### src/rtl/mem_arbiter_if.sv
// Bus bundle for the two-requester single-port memory arbiter: CPU and debug
// request/ack channels plus the memory-side strobe, address, data and status.
interface mem_arbiter_if;
   logic        c_req;
   logic        c_we;
   logic [31:0] c_addr;
   logic [31:0] c_wdata;
   logic [31:0] c_rdata;
   logic        c_ack;

   logic        d_req;
   logic        d_we;
   logic [31:0] d_addr;
   logic [31:0] d_wdata;
   logic [31:0] d_rdata;
   logic        d_ack;

   logic        mem_en;
   logic        mem_we;
   logic [31:0] mem_addr;
   logic [31:0] mem_wdata;
   logic [31:0] mem_rdata;

   logic        busy;
   logic        owner;

   // Requesters and memory model side
   modport master (
      output c_req, c_we, c_addr, c_wdata,
      output d_req, d_we, d_addr, d_wdata,
      output mem_rdata,
      input  c_rdata, c_ack, d_rdata, d_ack,
      input  mem_en, mem_we, mem_addr, mem_wdata,
      input  busy, owner
   );

   // Arbiter side
   modport slave (
      input  c_req, c_we, c_addr, c_wdata,
      input  d_req, d_we, d_addr, d_wdata,
      input  mem_rdata,
      output c_rdata, c_ack, d_rdata, d_ack,
      output mem_en, mem_we, mem_addr, mem_wdata,
      output busy, owner
   );
endinterface

### src/rtl/mem_arbiter.sv
// Round-robin arbiter granting a CPU and a debug requester access to one
// single-port memory with a fixed read latency of MEM_LAT cycles.
module mem_arbiter #(
   parameter int unsigned MEM_LAT = 1
) (
   input logic         clk,
   input logic         reset,
   mem_arbiter_if.slave bus
);

   typedef enum logic [1:0] {StIdle, StIssue, StWait, StAck} state_e;

   localparam logic [2:0] WaitLoad = 3'(MEM_LAT - 1);

   state_e      state_q, state_d;
   logic        owner_q, owner_d;
   logic        last_grant_q, last_grant_d;
   logic        we_q, we_d;
   logic [31:0] addr_q, addr_d;
   logic [31:0] wdata_q, wdata_d;
   logic [31:0] c_rdata_q, c_rdata_d;
   logic [31:0] d_rdata_q, d_rdata_d;
   logic [2:0]  cnt_q, cnt_d;
   logic        grant;

   // On contention the requester that was not served last wins
   assign grant = (bus.c_req && bus.d_req) ? ~last_grant_q : bus.d_req;

   always_comb begin
      state_d      = state_q;
      owner_d      = owner_q;
      last_grant_d = last_grant_q;
      we_d         = we_q;
      addr_d       = addr_q;
      wdata_d      = wdata_q;
      c_rdata_d    = c_rdata_q;
      d_rdata_d    = d_rdata_q;
      cnt_d        = cnt_q;
      unique case (state_q)
         StIdle: begin
            if (bus.c_req || bus.d_req) begin
               owner_d = grant;
               we_d    = grant ? bus.d_we    : bus.c_we;
               addr_d  = grant ? bus.d_addr  : bus.c_addr;
               wdata_d = grant ? bus.d_wdata : bus.c_wdata;
               state_d = StIssue;
            end
         end
         StIssue: begin
            if (we_q) begin
               state_d = StAck;
            end else begin
               state_d = StWait;
               cnt_d   = WaitLoad;
            end
         end
         StWait: begin
            if (cnt_q == 3'd0) begin
               state_d = StAck;
               if (owner_q) begin
                  d_rdata_d = bus.mem_rdata;
               end else begin
                  c_rdata_d = bus.mem_rdata;
               end
            end else begin
               cnt_d = cnt_q - 3'd1;
            end
         end
         StAck: begin
            state_d      = StIdle;
            last_grant_d = owner_q;
         end
         default: state_d = StIdle;
      endcase
   end

   always_ff @(posedge clk) begin
      if (reset) begin
         state_q      <= StIdle;
         owner_q      <= 1'b0;
         last_grant_q <= 1'b1;
         we_q         <= 1'b0;
         addr_q       <= '0;
         wdata_q      <= '0;
         c_rdata_q    <= '0;
         d_rdata_q    <= '0;
         cnt_q        <= '0;
      end else begin
         state_q      <= state_d;
         owner_q      <= owner_d;
         last_grant_q <= last_grant_d;
         we_q         <= we_d;
         addr_q       <= addr_d;
         wdata_q      <= wdata_d;
         c_rdata_q    <= c_rdata_d;
         d_rdata_q    <= d_rdata_d;
         cnt_q        <= cnt_d;
      end
   end

   assign bus.mem_en    = (state_q == StIssue);
   assign bus.mem_we    = we_q;
   assign bus.mem_addr  = addr_q;
   assign bus.mem_wdata = wdata_q;
   assign bus.c_ack     = (state_q == StAck) && !owner_q;
   assign bus.d_ack     = (state_q == StAck) && owner_q;
   assign bus.c_rdata   = c_rdata_q;
   assign bus.d_rdata   = d_rdata_q;
   assign bus.busy      = (state_q != StIdle);
   assign bus.owner     = owner_q;

endmodule

### src/flat_wrapper.sv
// flat-port wrapper written by rule: the top's interface ports become plain ports
module mem_arbiter_flat 
#(
   parameter int unsigned MEM_LAT = 1
)
  (clk, reset, bus_c_req, bus_c_we, bus_c_addr, bus_c_wdata, bus_d_req, bus_d_we, bus_d_addr, bus_d_wdata, bus_mem_rdata, bus_c_rdata, bus_c_ack, bus_d_rdata, bus_d_ack, bus_mem_en, bus_mem_we, bus_mem_addr, bus_mem_wdata, bus_busy, bus_owner);
  mem_arbiter_if bus_i ();
  input logic clk;
  input logic reset;
  input wire logic [$bits(bus_i.c_req)-1:0] bus_c_req;
  input wire logic [$bits(bus_i.c_we)-1:0] bus_c_we;
  input wire logic [$bits(bus_i.c_addr)-1:0] bus_c_addr;
  input wire logic [$bits(bus_i.c_wdata)-1:0] bus_c_wdata;
  input wire logic [$bits(bus_i.d_req)-1:0] bus_d_req;
  input wire logic [$bits(bus_i.d_we)-1:0] bus_d_we;
  input wire logic [$bits(bus_i.d_addr)-1:0] bus_d_addr;
  input wire logic [$bits(bus_i.d_wdata)-1:0] bus_d_wdata;
  input wire logic [$bits(bus_i.mem_rdata)-1:0] bus_mem_rdata;
  output wire logic [$bits(bus_i.c_rdata)-1:0] bus_c_rdata;
  output wire logic [$bits(bus_i.c_ack)-1:0] bus_c_ack;
  output wire logic [$bits(bus_i.d_rdata)-1:0] bus_d_rdata;
  output wire logic [$bits(bus_i.d_ack)-1:0] bus_d_ack;
  output wire logic [$bits(bus_i.mem_en)-1:0] bus_mem_en;
  output wire logic [$bits(bus_i.mem_we)-1:0] bus_mem_we;
  output wire logic [$bits(bus_i.mem_addr)-1:0] bus_mem_addr;
  output wire logic [$bits(bus_i.mem_wdata)-1:0] bus_mem_wdata;
  output wire logic [$bits(bus_i.busy)-1:0] bus_busy;
  output wire logic [$bits(bus_i.owner)-1:0] bus_owner;
  assign bus_i.c_req = bus_c_req;
  assign bus_i.c_we = bus_c_we;
  assign bus_i.c_addr = bus_c_addr;
  assign bus_i.c_wdata = bus_c_wdata;
  assign bus_i.d_req = bus_d_req;
  assign bus_i.d_we = bus_d_we;
  assign bus_i.d_addr = bus_d_addr;
  assign bus_i.d_wdata = bus_d_wdata;
  assign bus_i.mem_rdata = bus_mem_rdata;
  assign bus_c_rdata = bus_i.c_rdata;
  assign bus_c_ack = bus_i.c_ack;
  assign bus_d_rdata = bus_i.d_rdata;
  assign bus_d_ack = bus_i.d_ack;
  assign bus_mem_en = bus_i.mem_en;
  assign bus_mem_we = bus_i.mem_we;
  assign bus_mem_addr = bus_i.mem_addr;
  assign bus_mem_wdata = bus_i.mem_wdata;
  assign bus_busy = bus_i.busy;
  assign bus_owner = bus_i.owner;
  mem_arbiter #(.MEM_LAT(MEM_LAT)) u_core (.clk(clk), .reset(reset), .bus(bus_i));
endmodule
### config.mk
export PLATFORM = sky130hd
export DESIGN_NAME = mem_arbiter_flat
export DESIGN_NICKNAME = d
export VERILOG_FILES = /design/src/rtl/mem_arbiter_if.sv /design/src/rtl/mem_arbiter.sv /design/src/flat_wrapper.sv
export SDC_FILE = /design/constraint.sdc
export NUM_CORES = 1
export LEC_CHECK = 0
export BUFFER_PORTS_ARGS = -buffer_cell sky130_fd_sc_hd__buf_2
export CAP_MARGIN = 20
export CORE_ASPECT_RATIO = 0.5
export CORE_MARGIN = 5
export CORE_UTILIZATION = 41
export CTS_CLUSTER_DIAMETER = 30
export DETAILED_ROUTE_END_ITERATION = 16
export PLACE_DENSITY = 0.79
export SKIP_LAST_GASP = 1
export SYNTH_ARGS = -nofsm -noshare
export SYNTH_HDL_FRONTEND = slang
export SYNTH_SLANG_ARGS = --single-unit
### constraint.sdc
create_clock -name clk -period 1.48 [get_ports clk]
set_input_delay 0.296 -clock clk [delete_from_list [all_inputs] [get_ports clk]]
set_output_delay 0.296 -clock clk [all_outputs]
set_load 0.02 [all_outputs]
Yosys cells after proc, flatten, opt, wreduce, memory -nomap -nowiden

Cells that the tools add are included.

Logic and storage cells: 44
Output and inout port bits: 134
Bits of input ports: 166
Flip-flop bits (word level): 136

Bitwise operators: 2
Add/subtract/negate cells: 1
Equal/unequal tests: 7
Reduce and logical (&&, ||, !) cells: 14
Mux-type cells: 11

Operator list:

| cell                                                | number |
|---|---|
| two-way mux 32 bit                                  | 2 |
| AND reduction 3 bit                                 | 3 |
| one-hot mux 2 bit (4 select lines)                  | 1 |
| two-way mux 3 bit                                   | 2 |
| one-hot mux 3 bit (2 select lines)                  | 1 |
| equality test 2 bit, second input constant          | 2 |
| two-way mux 2 bit                                   | 2 |
| != test 2 x 1 -> 1 bit, second input constant       | 2 |
| != test 2 bit, second input constant                | 2 |
| AND reduction 2 bit                                 | 2 |
| nonzero test 2 bit                                  | 2 |
| logical AND 1 bit                                   | 3 |
| zero test 3 bit                                     | 1 |
| two-way mux 1 bit                                   | 3 |
| subtractor 3 x 1 -> 3 bit, second input constant    | 1 |
| equality test 2 x 1 -> 1 bit, second input constant | 1 |
| zero test 2 bit                                     | 1 |
| NOT 1 bit                                           | 2 |
| zero test 1 bit                                     | 1 |
| logical OR 1 bit                                    | 1 |

Logic depth before layout (Yosys ltp)

Gate-level depths: netlist of run 1.

Depth in word-level cells: 3
Gate-level depth with buffers: 8
Depth with buffers taken out: 6

Worst setup path after synthesis of run 1

OpenSTA, ideal clock, no wires.

Path kind: register to register
Start point: register u_core.state_q[0]
End point: register u_core.addr_q[21], in the netlist u_core.bus.mem_addr[21]
Setup time: 0.081 ns
Stages on the path, launching flop included: 8
Data arrival time: 1.407 ns
Required time: 1.399 ns
Path buffers: 2
Period minus slack after synthesis: 1.488 ns
Setup slack: -0.008 ns
Cell sequence: dfxtp_1 inv_1 ha_1 o21ai_1 buf_2 buf_4 a21oi_1 a211oi_2

Longest elaborated chain between the ends: 2

Ends and longest elaborated chain:

| element                              | RTL line          | text |
|---|---|---|
| start, declared                      | mem_arbiter.sv:15 | `state_e state_q, state_d;` |
| start signal, assigned               | mem_arbiter.sv:79 | `state_q <= StIdle;` |
| start signal, assigned               | mem_arbiter.sv:89 | `state_q <= state_d;` |
| zero test 2 bit                      | mem_arbiter.sv:39 | `unique case (state_q)` |
| AND reduction 2 bit (no source line) | --                |  |
| end signal, assigned                 | mem_arbiter.sv:93 | `addr_q <= addr_d;` |
| end, declared                        | mem_arbiter.sv:19 | `logic [31:0] addr_q, addr_d;` |

No other way between the ends.
A chain may end at the register's enable or synchronous reset.

Final worst setup path of run 1

Start point: register u_core.state_q[0]
End point: output port bus_d_ack

Longest elaborated chain between the ends: 2

Ends and longest elaborated chain:

| element             | RTL line           | text |
|---|---|---|
| equality test 2 bit | mem_arbiter.sv:106 | `assign bus.d_ack = (state_q == StAck) && owner_q;` |
| logical AND 1 bit   | mem_arbiter.sv:106 |  |
| end, declared       | flat_wrapper.sv:22 | `output wire logic [$bits(bus_i.d_ack)-1:0] bus_d_ack;` |

No other way between the ends.

==> flow_summary.json, run 1 <==
{
  "synthDistinctLibCells": 33,
  "setup_tns_ps": -1530,
  "dieArea_sq_um": 16400,
  "violations": "negative setup slack",
  "ant_nets": 0,
  "io_buffers": 299,
  "clkSlewWorstSetupHoldPaths_ps": 60,
  "tightestPinTransition_ps": 373,
  "seqCellArea_sq_um": 2730,
  "rr_worst_depth": 7,
  "grt_max_degree": 44,
  "drtPass1Iterations": 6,
  "multiInputGateArea_sq_um": 3090,
  "setup_viol": 64,
  "drc": 0,
  "placed_cells": 1153,
  "vias_per_cell": 5.12,
  "dieHeight_um": 93.1,
  "yosysSeqAreaShare_pct": 48.1,
  "root_buffer": "clkbuf_16",
  "fin_ws_ps": -108,
  "status": "complete, but fails checks",
  "route.met2.wl_um": 10500,
  "final_cells": 1197,
  "h-tree-depth": 4,
  "die_w_um": 176,
  "yosysWarnings": 0,
  "antenna_found_initial": 2,
  "slew_violations": 0,
  "routed_wirelength_um": 20000,
  "grt_use_total_pct": 22.0,
  "rsz0062_at_grt": "true",
  "antenna_cells": 0,
  "skew_ps": 10.0,
  "drtIter0Drc": 358,
  "cap_violations": 0,
  "async_flop_share_pct": 0,
  "hp-class": "primary input to register",
  "fin_crit_sh_pct": 107,
  "core_area_sq_um": 13600,
  "final_cell_area_sq_um": 8810,
  "synth_area_per_cell_sq_um": 8.15,
  "crit_start": "u_core.state_q[0]",
  "worstReg2RegEnd": "u_core.bus.c_rdata[31]",
  "layout-drive-gt1-share_pct": 49.9,
  "cp-endpoint": "bus_d_ack",
  "crit_fanout": 3,
  "grt_pass1_wl_um": 29500,
  "insertion_delay_ps": 410,
  "post-route-min-period_ps": 1590,
  "worstSetupPathType": "register to primary output",
  "timing.fmax_mhz": 630,
  "area_growth_pct": 55.4,
  "synth_edf_count": 0,
  "placed_cell_area_sq_um": 7510,
  "maxUsedRoutingLayer": "met5",
  "rrSetupSlack_ps": -60,
  "dpl.hpwl_um": 13200,
  "cp.arrival_ps": 1290,
  "hold_violations": 0,
  "syn_area_sq_um": 5670,
  "cts_buffer_depth": 2,
  "num_vias": 6129,
  "m1WireLength_um": 7680,
  "grt.overflow.total": 0,
  "nNetsFinal": 1166,
  "synth-main-ff-cell": "dfxtp_1",
  "synth-seq-cells": 136,
  "dr_wl_met3_um": 1340,
  "start_kind": "register",
  "cts_buffers": 17,
  "num_io_pins": 300,
  "wl_per_cell_um": 16.7,
  "grt_pass1_vias": 5935,
  "synthCells": 695,
  "initial_core_util_pct": 41.8,
  "worst_ir_drop_vdd_uv": 961,
  "gp_congestion": 0.816,
  "leakage_uw": 0.00412,
  "relSlewSlack_pct": 75.1,
  "end_kind": "primary output",
  "rows": 30,
  "syn_nets": 869,
  "cts_sinks": 136,
  "tritoncts": "done",
  "power.density_nw_per_um2": 1990,
  "fill_cells": 1110,
  "crit_required_ps": 1180,
  "timing.rr.start": "u_core.cnt_q[0]"
}
## Yosys cell counts, types with 2 or more instances
cell type	count	share of area [%]
buf_4	11	1.5
or2_2	2	0.22
buf_1	2	0.13
ha_1	8	1.8
o21ai_0	3	0.26
a211oi_2	40	8.8
clkbuf_1	23	1.5
buf_2	21	1.9
a21oi_1	133	12
nand2_1	193	13
nand4b_1	2	0.31
a211oi_1	26	3.4
inv_1	7	0.46
nand3_1	2	0.18
a22oi_1	2	0.26
dfxtp_1	136	48
nor2_1	68	4.5
## per-layer routing
| layer | up-vias | global-route usage, % |
|---|---|---|
| li1 | 2952 | - |
| met1 | 2916 | 24.6 |
| met2 | 217 | 40.7 |
| met3 | 40 | 5.86 |
| met4 | 4 | 7.91 |
| met5 | - | 0 |
## area by class of cell
| cell class | count | area share (%) |
|---|---|---|
| timing repair buffer | 335 | 24.0 |
| inverter | 7 | 0.327 |
| sequential | 136 | 31.0 |
| multi-input combinational | 495 | 35.1 |
| tap | 192 | 2.73 |
| clock buffer | 17 | 4.83 |
| clock inverter | 15 | 1.96 |
## placed cells by master, fill, tap and decap left out, types with 2 or more instances in the layout
cell	count
ha_4	6
a211oi_1	22
buf_6	7
nand3_1	2
a21oi_1	102
buf_16	2
nand2_2	7
nand2_4	23
inv_2	5
buf_2	294
dfxtp_2	3
inv_6	6
nor2_1	68
buf_12	16
or2_2	2
buf_4	12
nand4b_1	2
inv_8	5
nand2_1	163
a21oi_2	31
clkinv_4	2
a211oi_2	44
o21ai_1	2
dfxtp_1	132
clkbuf_16	21
## timing repair
| item | in CTS | in global routing |
|---|---|---|
| setup endpoints to repair | 131 | 106 |
| buffers inserted | 4 | 2 |
| gates cloned | 3 | 3 |
| hold buffers | 0 | 0 |
| pin swaps | 2 | 53 |
| resized for setup | 31 | 107 |
## flip-flops by register name, summed over array words and instances, names as in the netlist
| register | flops |
|---|---|
| u_core.cnt_q | 3 |
| u_core.state_q | 2 |
| u_core.bus.d_rdata | 32 |
| u_core.bus.mem_we | 1 |
| u_core.bus.c_rdata | 32 |
| u_core.bus.owner | 1 |
| u_core.bus.mem_addr | 32 |
| u_core.bus.mem_wdata | 32 |
| u_core.last_grant_q | 1 |
## worst min-delay path by stage
stage                              to  cells after the start  slack [ps]                    from
6_report       u_core.bus.mem_addr[4]                      3         130           bus_c_addr[4]
5_1_grt        u_core.bus.c_rdata[18]                      3         110       bus_mem_rdata[18]
4_1_cts        u_core.bus.c_rdata[21]                      3         110       bus_mem_rdata[21]
3_5_place_dp   u_core.bus.c_rdata[15]                      2         440  u_core.bus.c_rdata[15]
3_3_place_gp   u_core.bus.c_rdata[20]                      2         440  u_core.bus.c_rdata[20]
2_1_floorplan   u_core.bus.c_rdata[0]                      2         430        bus_mem_rdata[0]
## kinds of logic (layout without fill, tap and decap cells)
| kind of cell | Yosys count | in the layout | synth area share (%) |
|---|---|---|---|
| AO/OA/AOI/OAI | 213 | 213 | 25.9 |
| adder cells (fa/ha/maj) | 8 | 8 | 1.77 |
| flip-flops | 136 | 136 | 48.1 |
| buffers and inverters | 64 | 374 | 5.43 |
| AND/OR/NAND/NOR | 274 | 274 | 18.9 |
## worst max-delay path, stage by stage, from the launching register on
cell and delay [ps]:
dfxtp_2 330, buf_6 130, ha_4 150, and2_4 160
buf_6 120
## stage by stage
step	util (%)	worst slack [ps]	hold WS [ps]	total power, uW
global route	65.0	-154	110	18600
global placement	55.4	23.5	439	11700
floorplan	-	4.34	432	9570
detailed placement	55.4	-85.2	444	11900
finish	65.0	-108	131	17600
CTS	61.6	-119	110	16900
## where the power goes
part           switching [uW]  total (uW)  internal, uW
Clock                    1860        4280          2420
Combinational            4840        8130          3290
Sequential                528        5150          4620
(Power assumes the default switching activity.)
==> run 2: changes to the inputs <==
- ABC_AREA: not set -> 1
- PLACE_DENSITY: 0.79 -> 0.78
==> run 2 against run 1 <==
  * The flow still finishes with violations (negative setup slack)
  * Clock-buffer cell count rose by 1
  * Highest routed layer is now met4
  * Maximum frequency rose by 0.61%
  * Clock skew rose by 1.6 ps
==> flow_summary.json, run 2 <==
{
  "synth_top_family_by_area": "compound AO/OA/AOI/OAI gates",
  "p_sw_share_pct": 40.3,
  "muxShareOfSynthArea_pct": 0,
  "final_cell_mix": "buf_2 (295), nand2_1 (208), dfxtp_1 (131)",
  "skew_ps": 11.6,
  "clock_power_share_pct": 26.6,
  "yosysSeqAreaShare_pct": 46.1,
  "crit_required_ps": 1180,
  "synth_xor_area_share_pct": 0,
  "clkSlewWorstSetupHoldPaths_ps": 70,
  "num_io_pins": 300,
  "worstHoldEndpoint": "u_core.state_q[0]",
  "layout_commonest_cell": "buf_2",
  "synthCells": 841,
  "synth-main-ff-cell": "dfxtp_1",
  "gp_congestion": 0.806,
  "dieArea_sq_um": 17100,
  "end_kind": "primary output",
  "rr_worst_depth": 10,
  "yosysTopAreaCell": "dfxtp_1",
  "cts_sinks": 136,
  "violations": "negative setup slack",
  "hp-class": "primary input to register",
  "leakage_uw": 0.00461,
  "setup_viol": 5,
  "synth_compound_area_share_pct": 19.9,
  "core_area_sq_um": 14300,
  "synth_top_area_share_pct": 46.1,
  "h-tree-depth": 4,
  "start_kind": "register",
  "synth_area_per_cell_sq_um": 7.02,
  "p_switching_uw": 6460,
  "min_from": "reset",
  "tritoncts": "done",
  "syn_nets": 1015,
  "cts_buffers": 17,
  "synth_area_leaders": "dfxtp_1 (46%), nand2_1 (13%), a21oi_1 (8.6%), o21ai_0 (7.7%), inv_1 (7.0%)",
  "dieHeight_um": 94.9,
  "synth.most_common_cell": "nand2_1",
  "relSlewSlack_pct": 77.6,
  "vias_per_cell": 4.73,
  "nNetsFinal": 1317,
  "timing.fmax_mhz": 633,
  "grt_pass1_wl_um": 28500,
  "syn_area_sq_um": 5910,
  "cap_violations": 0,
  "status": "complete, but fails checks",
  "async_flop_share_pct": 0,
  "synth-simple-area-share_pct": 19.3,
  "dpl.hpwl_um": 13000,
  "cp.arrival_ps": 1280,
  "grt.overflow.total": 0,
  "hold_violations": 0,
  "insertion_delay_ps": 410,
  "synthDistinctLibCells": 18,
  "worstReg2RegEnd": "u_core.last_grant_q",
  "fin_crit_sh_pct": 107,
  "postCtsHoldBufs": 0,
  "preCtsSetupSlack_ps": -42.1,
  "ant_nets": 0,
  "synth-seq-cells": 136,
  "grt_max_degree": 96,
  "hold_slack_ps": 87.8,
  "routed_wirelength_um": 18500,
  "worstSetupPathType": "register to primary output",
  "die_w_um": 180,
  "layout-drive-gt1-share_pct": 35.3,
  "crit_start": "u_core.state_q[0]",
  "slew_violations": 0,
  "crit_fanout": 3,
  "comb_power_share_pct": 40.1,
  "wl_per_cell_um": 13.7,
  "drtIter0Drc": 423,
  "antenna_found_initial": 0,
  "post-route-min-period_ps": 1580,
  "cts_buffer_depth": 2,
  "worst_ir_drop_vdd_uv": 805,
  "p_int_uw": 9580,
  "antenna_cells": 0,
  "synthAdderAreaFrac_pct": 1.69,
  "grt_use_total_pct": 20.1,
  "fin_ws_ps": -98.8,
  "root_buffer": "clkbuf_16",
  "io_buffers": 299,
  "holdPathStages": 2,
  "area_growth_pct": 44.0,
  "timing.rr.start": "u_core.state_q[0]",
  "totalPowerFinal_uw": 16000,
  "p_seq_share_pct": 33.3,
  "drc": 0,
  "grt_pass1_vias": 6004,
  "synth_edf_count": 0,
  "initial_core_util_pct": 41.4,
  "num_vias": 6402,
  "tightestPinTransition_ps": 336,
  "rrSetupSlack_ps": -30,
  "rows": 31,
  "rsz0062_at_grt": "true",
  "drtPass1Iterations": 5,
  "power.density_nw_per_um2": 1890,
  "synth_common_cells": "nand2_1 (209), dfxtp_1 (136), inv_1 (110)",
  "yosysWarnings": 0
}
## run 2: cell count changes in the layout (fill, tap and decap cells not counted), moves of 5 or more
cell      change
nand2_1      +45
nor2_2        +8
buf_12        -7
nand2_4      -23
buf_4         +9
a211oi_2     -44
a211oi_1     -22
o21ai_0      +83
inv_1       +102
nand2_2       -5
a21oi_2      -31
o21ai_1      +47
## run 2: metal layers
layer | vias to the layer above | GRT usage, % | share of wire (%)
met5 | - | 0 | 0
met4 | 0 | 6.40 | 1.9
li1 | 3237 | - | -
met3 | 31 | 5.73 | 5.4
met1 | 2929 | 22.9 | 41
met2 | 205 | 36.9 | 52
## run 2: worst max-delay path by stage
stage                              end  slack [ps]  depth (start not counted)
2_1_floorplan  u_core.bus.mem_addr[17]          20                          9
3_3_place_gp           u_core.cnt_q[0]          20                          9
3_5_place_dp           u_core.cnt_q[0]         -40                          9
4_1_cts                      bus_c_ack        -120                          5
5_1_grt                     bus_mem_en        -150                          4
6_report                     bus_c_ack        -100                          5
## run 2: worst max-delay path, cell delays in order, from the launching register on
cell	delay [ps]
dfxtp_2	340
buf_6	120
ha_4	140
inv_2	50
nor2_4	90
buf_6	120
## run 2: power by group through the flow
| stage | logic, uW | clock network (uW) | registers [uW] |
|---|---|---|---|
| 2_1_floorplan | 2610 | 0 | 6590 |
| 3_3_place_gp | 5680 | 0 | 5330 |
| 3_5_place_dp | 5840 | 0 | 5350 |
| 4_1_cts | 6040 | 4390 | 5310 |
| 5_1_grt | 7070 | 4570 | 5460 |
| 6_report | 6430 | 4270 | 5340 |
## run 2: cell families (layout without fill, tap and decap cells)
| family | after synthesis | in the layout |
|---|---|---|
| AND/OR/NAND/NOR | 295 | 295 |
| AO/OA/AOI/OAI | 235 | 235 |
| adder cells (fa/ha/maj) | 8 | 8 |
| flip-flops | 136 | 136 |
| buffers and inverters | 167 | 482 |
## run 2: area by class of cell
cell class	count	area [sq um]
clock buffer	18	439
clock inverter	14	155
multi-input combinational	538	2550
tap	198	248
fill	1333	5770
sequential	136	2730
inverter	113	427
timing repair buffer	337	1960
## run 2: stage by stage
| step | instances | utilization, % | setup TNS (ps) | area, sq um |
|---|---|---|---|---|
| floorplan | 841 | - | 0 | 5910 |
| global placement | 1307 | 53.2 | 0 | 7590 |
| detailed placement | 1307 | 53.2 | -304 | 7590 |
| CTS | 1349 | 58.4 | -464 | 8330 |
| global route | 1354 | 59.6 | -1550 | 8510 |
| finish | 1354 | 59.6 | -370 | 8510 |
## run 2: what timing repair did
action	4_1_cts	5_1_grt
setup buffers	10	4
resized for setup	27	36
gates cloned	0	1
endpoints found under the setup margin	78	98
pin swaps	3	9
==> run 3: changes to the inputs <==
- CORE_UTILIZATION: 41 -> 42
- PLACE_DENSITY: 0.78 -> 0.77
- clock period: 1.48 -> 1.8 ns (I/O delays scaled with it)
==> run 3 against run 2 <==
  * The flow now finishes without violations
  * Clock power is 18% lower
  * Final cell count is 1.4% lower
  * Critical path depth stayed put
  * Clock skew is 1.2 ps higher
  * Combinational power is 23% lower
  * Die area is 2.2% lower
  * Total power is 20% lower
  * Global-route usage is 0.084 points lower
  * Critical path type unchanged
  * Highest routed layer is now met5
==> flow_summary.json, run 3 (synthesized netlist as in run 2, its figures left out) <==
{
  "end_kind": "primary output",
  "layout-drive-gt1-share_pct": 31.8,
  "leakage_uw": 0.00454,
  "crit_fanout": 4,
  "grt_pass1_vias": 5912,
  "ant_nets": 0,
  "dieHeight_um": 93.9,
  "placed_cell_area_sq_um": 7490,
  "grt_use_total_pct": 20.0,
  "final_cell_mix": "buf_2 (298), nand2_1 (209), dfxtp_1 (136)",
  "tritoncts": "done",
  "worst_ir_drop_vdd_uv": 869,
  "worstSetupPathType": "register to primary output",
  "cap_violations": 0,
  "post-route-min-period_ps": 1710,
  "antenna_cells": 0,
  "grt_pass1_wl_um": 27700,
  "crit_required_ps": 1440,
  "cpMaxStageDelayCell": "dfxtp_1",
  "status": "finished, final reports clean",
  "hp-class": "primary input to register",
  "crit_buf_inv": 3,
  "gp_congestion": 0.829,
  "clkSlewWorstSetupHoldPaths_ps": 70,
  "routed_wirelength_um": 17900,
  "totalPowerFinal_uw": 12800,
  "dpl.hpwl_um": 12800,
  "rsz0062_at_grt": "true",
  "grt.overflow.total": 0,
  "cts_buffers": 17,
  "start_kind": "register",
  "cp_slowest_stage_delay_ps": 310,
  "io_buffers": 299,
  "cts_sinks": 136,
  "grt_max_degree": 95,
  "layout_commonest_cell": "buf_2",
  "num_io_pins": 300,
  "antenna_found_initial": 1,
  "fin_crit_sh_pct": 94.9,
  "nNetsFinal": 1304,
  "area_growth_pct": 39.3,
  "hold_violations": 0,
  "cts_buffer_depth": 2,
  "power.density_nw_per_um2": 1560,
  "core_area_sq_um": 13700,
  "drtPass1Iterations": 5,
  "crit_path_cell_trace": "buf_4 > ha_1 > nand2_1 > inv_1 > buf_2",
  "timing.fmax_mhz": 586,
  "num_vias": 6227,
  "skew_ps": 12.8,
  "cp_top_family": "buffers and inverters",
  "vias_per_cell": 4.66,
  "fin_ws_ps": 92.4,
  "rows": 30,
  "cp.arrival_ps": 1350,
  "final_cell_area_sq_um": 8230,
  "drtIter0Drc": 307,
  "slew_violations": 0,
  "die_w_um": 178,
  "tightestPinTransition_ps": 365,
  "initial_core_util_pct": 43.2,
  "root_buffer": "clkbuf_16",
  "preCtsSetupSlack_ps": -60.3,
  "h-tree-depth": 4,
  "drc": 0,
  "relSlewSlack_pct": 75.7,
  "insertion_delay_ps": 400,
  "setup_viol": 0,
  "wl_per_cell_um": 13.4,
  "dieArea_sq_um": 16700
}
## run 3: cell types whose count changed in the layout (fill, tap and decap cells not counted), moves of 7 or more
| cell | change |
|---|---|
| buf_6 | -10 |
| nor2_1 | +9 |
| nor2_2 | -8 |
| ha_4 | -7 |
| inv_1 | +7 |
| o21ai_0 | +7 |
## run 3: final timing paths
path                                             from                      end  slack [ps]  cells past startpoint
worst max-delay path                u_core.state_q[0]                bus_d_ack          90                      5
worst max register to register      u_core.state_q[0]  u_core.bus.mem_addr[11]         140                     10
worst min-delay path                            reset         u_core.bus.owner         160                      2
worst min register to register  u_core.bus.d_rdata[1]    u_core.bus.d_rdata[1]         440                      2
## run 3: stage by stage
step	utilization [%]	hold WS [ps]	setup TNS (ps)	instances
after global routing	60.2	135	-29.7	1335
final	60.2	160	0	1335
after global placement	54.8	428	0	1294
after floorplan	-	429	0	841
after CTS	59.3	137	0	1327
after detailed placement	54.8	432	-590	1294
## run 3: report_power, final
group | switching, uW | internal (uW)
Sequential | 458 | 3900
Clock | 1420 | 2080
Combinational | 3190 | 1790
## run 3: cell type report
class | instances | area, sq um
Clock buffer | 18 | 429
Clock inverter | 14 | 161
Fill cell | 1257 | 5440
Inverter | 113 | 424
Multi-Input combinational cell | 538 | 2420
Sequential cell | 136 | 2720
Tap cell | 192 | 240
Timing Repair Buffer | 324 | 1830
## run 3: layer usage
layer / track usage, % / wire length, um / share of wire (%) / up-vias
li1: - / - / - / 3213
met5: 0 / 13 / 0.073 / -
met1: 23.3 / 7360 / 41 / 2759
met4: 8.62 / 519 / 2.9 / 2
met2: 35.5 / 8920 / 50 / 205
met3: 4.50 / 1040 / 5.8 / 48
## run 3: timing repair
action,CTS,global route
hold buffers,0,0
setup endpoints to repair,26,64
resized for setup,2,2
setup buffers,1,6
gates cloned,0,2
pin swaps,0,2
